==> src/rtl/intpol2_d4_out_fifo.sv <==
// Output FIFO between the intpol2_D4 interpolator and the stream consumer.
// Ports: clk/rstn, clear flush, Write_Enable/data_in push side,
// m_valid/m_data/m_ready master port, Afull/Full/level/max_level/overflow.
module intpol2_d4_out_fifo #(
  parameter int DATA_W    = 32,
  parameter int DEPTH     = 16,
  parameter int AF_MARGIN = 4
) (
  input  logic                       clk,
  input  logic                       rstn,
  input  logic                       clear,
  input  logic                       Write_Enable,
  input  logic [DATA_W-1:0]          data_in,
  output logic                       Afull,
  output logic                       Full,
  output logic                       m_valid,
  output logic [DATA_W-1:0]          m_data,
  input  logic                       m_ready,
  output logic [$clog2(DEPTH):0]     level,
  output logic [$clog2(DEPTH):0]     max_level,
  output logic                       overflow
);

  localparam int AW = $clog2(DEPTH);
  localparam int LW = AW + 1;

  logic [DATA_W-1:0] r_mem [DEPTH];
  logic [AW-1:0]     r_wp;
  logic [AW-1:0]     r_rp;
  logic [LW-1:0]     r_level;
  logic [LW-1:0]     r_max;
  logic              r_ovf;

  logic              w_full;
  logic              w_pop;
  logic              w_push;
  logic              w_drop;
  logic [LW-1:0]     w_level_nxt;

  // Flags come from the registered level only.
  assign w_full = (r_level == LW'(DEPTH));
  assign w_pop  = (r_level != '0) && m_ready;
  // A full buffer still takes a write when the head leaves this cycle.
  assign w_push = Write_Enable && (!w_full || w_pop);
  assign w_drop = Write_Enable && w_full && !w_pop;

  always_comb begin
    w_level_nxt = r_level;
    unique case ({w_push, w_pop})
      2'b10:   w_level_nxt = r_level + LW'(1);
      2'b01:   w_level_nxt = r_level - LW'(1);
      default: w_level_nxt = r_level;
    endcase
  end

  // Storage is not flushed by clear; a write in a clear cycle is dropped.
  always_ff @(posedge clk or negedge rstn) begin
    if (!rstn) begin
      for (int i = 0; i < DEPTH; i++)
        r_mem[i] <= '0;
    end else if (w_push && !clear) begin
      r_mem[r_wp] <= data_in;
    end
  end

  always_ff @(posedge clk or negedge rstn) begin
    if (!rstn) begin
      r_wp    <= '0;
      r_rp    <= '0;
      r_level <= '0;
      r_max   <= '0;
      r_ovf   <= 1'b0;
    end else if (clear) begin
      r_wp    <= '0;
      r_rp    <= '0;
      r_level <= '0;
      r_max   <= '0;
      r_ovf   <= 1'b0;
    end else begin
      if (w_push)
        r_wp <= r_wp + AW'(1);
      if (w_pop)
        r_rp <= r_rp + AW'(1);
      r_level <= w_level_nxt;
      if (w_level_nxt > r_max)
        r_max <= w_level_nxt;
      if (w_drop)
        r_ovf <= 1'b1;
    end
  end

  assign m_valid   = (r_level != '0);
  assign m_data    = r_mem[r_rp];
  assign Full      = w_full;
  assign Afull     = (r_level >= LW'(DEPTH - AF_MARGIN));
  assign level     = r_level;
  assign max_level = r_max;
  assign overflow  = r_ovf;

endmodule

==> config.mk <==
export PLATFORM = sky130hd
export DESIGN_NAME = intpol2_d4_out_fifo
export DESIGN_NICKNAME = d
export VERILOG_FILES = /design/src/rtl/intpol2_d4_out_fifo.sv
export SDC_FILE = /design/constraint.sdc
export NUM_CORES = 1
export LEC_CHECK = 0
export BUFFER_PORTS_ARGS = -buffer_cell sky130_fd_sc_hd__clkbuf_2
export CAP_MARGIN = 15
export CORE_AREA = 2 2 237 239
export DETAILED_ROUTE_END_ITERATION = 10
export DIE_AREA = 0 0 239 241
export PLACE_DENSITY = 0.65
export SYNTH_ARGS = -nofsm -noshare
export SYNTH_HDL_FRONTEND = slang
export SYNTH_SLANG_ARGS = --single-unit
==> constraint.sdc <==
create_clock -name clk -period 5.73 [get_ports clk]
set_input_delay 0.573 -clock clk [delete_from_list [all_inputs] [get_ports clk]]
set_output_delay 0.573 -clock clk [all_outputs]
set_load 0.05 [all_outputs]
==> impl_metrics.toml <==
[outcome]
status = "complete, no violations"

[detailed_routing]
firstDrtPassIters = 4
num_vias = 12800
drc = 0
drt_first_iter_violations = 687
wirelength_mm = 53.9
wl_per_cell_um = 24.0
vias_per_cell = 5.72
antenna_left = 0

[floorplan]
ios = 83
die_y_um = 241
num_rows = 86
core_mm2 = 0.0549
dieArea_mm2 = 0.0576
start_util = 0.439
die_x_um = 239

[clock_tree]
cts_root_buf = "clkbuf_16"
tritoncts = "built"
clk_latency_ns = 0.61
cts_buffers = 56
cts_hold_buf = 1
clkTransAtPathRegs_ns = 0.06
cts_max_level = 2
clockBufferDepth = 3
cts_resized = 0
cts_setup_buffers = 0
cts_sinks = 531

[setup_path]
slowest_delay_ns = 0.49
required_ns = 6.27
path_common_cell = "ha_1"
cp_max_fo = 9
end_kind = "flip-flop"
cp.arrival_ns = 5.15
critical_path.top_delay_family = "simple AND/OR/NAND/NOR gates"
crit_chain = "nor4_4 -> nand3b_4 -> nand2_1 -> ha_1 -> xor2_1 -> ha_1 -> or3b_2 -> o2111ai_1 -> a21oi_1 -> xnor2_1 -> inv_1 -> ha_1 -> and3_1 -> a221o_1 -> a21oi_1 -> a2bb2o_1"
worst-path-buf-inv = 1
start_kind = "flip-flop"
cp_slowest_cell = "dfrtp_1"
rrSetupSlack_ns = 1.12
path_class = "reg -> reg"

[power]
p_int_uw = 7580
switchingPower_uw = 3520
power_leakage_uw = 0.0125
powerDensity_mw_per_mm2 = 411
pwr-share-seq = 0.407
pwr-share-comb = 0.268
swShare = 0.317
ir_worst_vdd_v = 0.000262
power_frac_clock = 0.325

[final_layout]
final_area_mm2 = 0.0270
fin_nets = 1545
final_common_cell = "dfrtp_1"
area_growth_pct = 12.3
mostFrequentLayoutCells = "dfrtp_1, mux2_2, mux4_2"
drive_gt1_frac = 0.563
final_util = 0.493
n_fill_cell = 4602

[global_route]
grt-ovfl-total = 0
antenna_found_initial = 3
grt_busiest_layer = "met2"
grt_pass1_wl_mm = 85.2
grt_max_degree = 183
gr-usage-all-layers = 0.195
grt_use_met3 = 0.0296
grt_util_met1 = 0.264
use_met2 = 0.326
grt_pass1_vias = 13900

[job]
cap_viol_max_count = 0

[placement]
dpl_cell_area_mm2 = 0.0252
place.gp.congestion = 0.740
dp.final_hpwl_mm = 30.4
numPortBuffers = 82

[synth]
synth_cell_types = 41
syn_area_mm2 = 0.0241
netlist_instances = 1453
yosys_most_used_dff = "dfrtp_1"
syn_area_per_cell_um2 = 16.6
syn_nets = 1503
synthArstFlopShare = 1.00
yosysWarningCount = 0
ys_seq_area_frac = 0.552
ys_ff_latch = 531
synth_edf_count = 0

[timing]
hold_viol = 0
worst_pin_slew_ns = 1.18
finalClockSkew_ns = 0.0192
finalCritPeriodShare = 0.805
min_period_ns = 4.61
rsz0062_at_grt = "no"
fin_tns_setup_ns = 0
slew_violations = 0
max_freq_ghz = 0.217
setup_viol = 0
relSlewSlack = 0.212

[hold_path]
hp-class = "in -> reg"
-- cell families (layout without fill, tap and decap cells) --
family,after synthesis,after routing,share of synthesized area
other,0,1,0
XOR/XNOR,11,11,0.00400
buffers and inverters,139,223,0.0256
AND/OR/NAND/NOR,63,63,0.0152
flip-flops,531,531,0.552
AO/OA/AOI/OAI,22,22,0.00650
multiplexers,674,674,0.390
adder cells (fa/ha/maj),13,13,0.00676
-- registers in the layout, summed over array words and instances (netlist names) --
name and count:
r_mem 512, level 5, max_level 5, r_rp 4, r_wp 4, overflow 1
-- synthesized netlist by cell type (all sizes together), types with 2 or more instances --
library cell / number / area (um^2)
nand3: 9 / 60.1
nor3b: 2 / 25.0
clkbuf: 53 / 199
nand3b: 3 / 35.0
nor2: 29 / 111
mux4: 160 / 3600
or3b: 2 / 17.5
mux2i: 2 / 20.0
dfrtp: 531 / 13300
o21ai: 2 / 10.0
o2bb2ai: 4 / 35.0
nand2: 9 / 33.8
or3: 2 / 12.5
a21oi: 7 / 35.0
mux2: 512 / 5770
xor2: 6 / 52.6
buf: 72 / 364
ha: 13 / 163
xnor2: 5 / 43.8
a21o: 2 / 15.0
inv: 14 / 52.6
-- stage by stage --
stage                     hold slack [ns]  instances  total power (uW)  setup slack [ns]
after global placement              0.453       2140              7550              1.31
final                               0.365       2242             11100              1.12
after global routing                0.353       2242             11600             0.768
after detailed placement            0.456       2140              7610              1.18
after CTS                           0.325       2241             11200              1.15
after floorplan                     0.277       1453              6830              1.23
-- final timing paths --
kind / from / endpoint / cells past startpoint
setup / recovery: level[1]$_DFF_PN0_ / max_level[0]$_DFFE_PN0P_ / 16
hold / removal: Write_Enable / r_wp[1]$_DFFE_PN0P_ / 3
setup reg to reg: level[1]$_DFF_PN0_ / max_level[0]$_DFFE_PN0P_ / 16
hold reg to reg: r_mem[5]$_DFFE_PN0P_ / r_mem[5]$_DFFE_PN0P_ / 1
max in group asynchronous: rstn / r_mem[173]$_DFFE_PN0P_ / 3
min in group asynchronous: rstn / r_mem[504]$_DFFE_PN0P_ / 2
-- power by group through the flow --
stage | sequential [uW] | combinational, uW | clock [uW]
after global routing | 4580 | 3190 | 3850
after global placement | 4560 | 2990 | 0
after CTS | 4520 | 3040 | 3690
after floorplan | 4480 | 2360 | 0
final | 4520 | 2980 | 3610
after detailed placement | 4590 | 3020 | 0
-- tightest hold or removal path, cell delays in order --
cell and delay [ns]:
clkbuf_2 0.17, nand3_1 0.12, a21oi_1 0.06
-- cell type report --
cell class,instances,area (um^2),area share
clock inverter,18,179,0.00662
clock buffer,82,1650,0.0610
tap,704,881,0.0326
multi-input combinational,783,10300,0.380
antenna,1,2.50,0.0000925
timing repair buffer,109,688,0.0255
inverter,14,52.6,0.00194
sequential,531,13300,0.492
-- routing by layer --
metal,vias to the layer above,part of all wire
met2,188,0.50
met3,76,0.034
met1,7062,0.44
li1,5495,-
met5,-,0.00056
met4,4,0.024
Note: power is estimated with default switching activity, not from simulation.
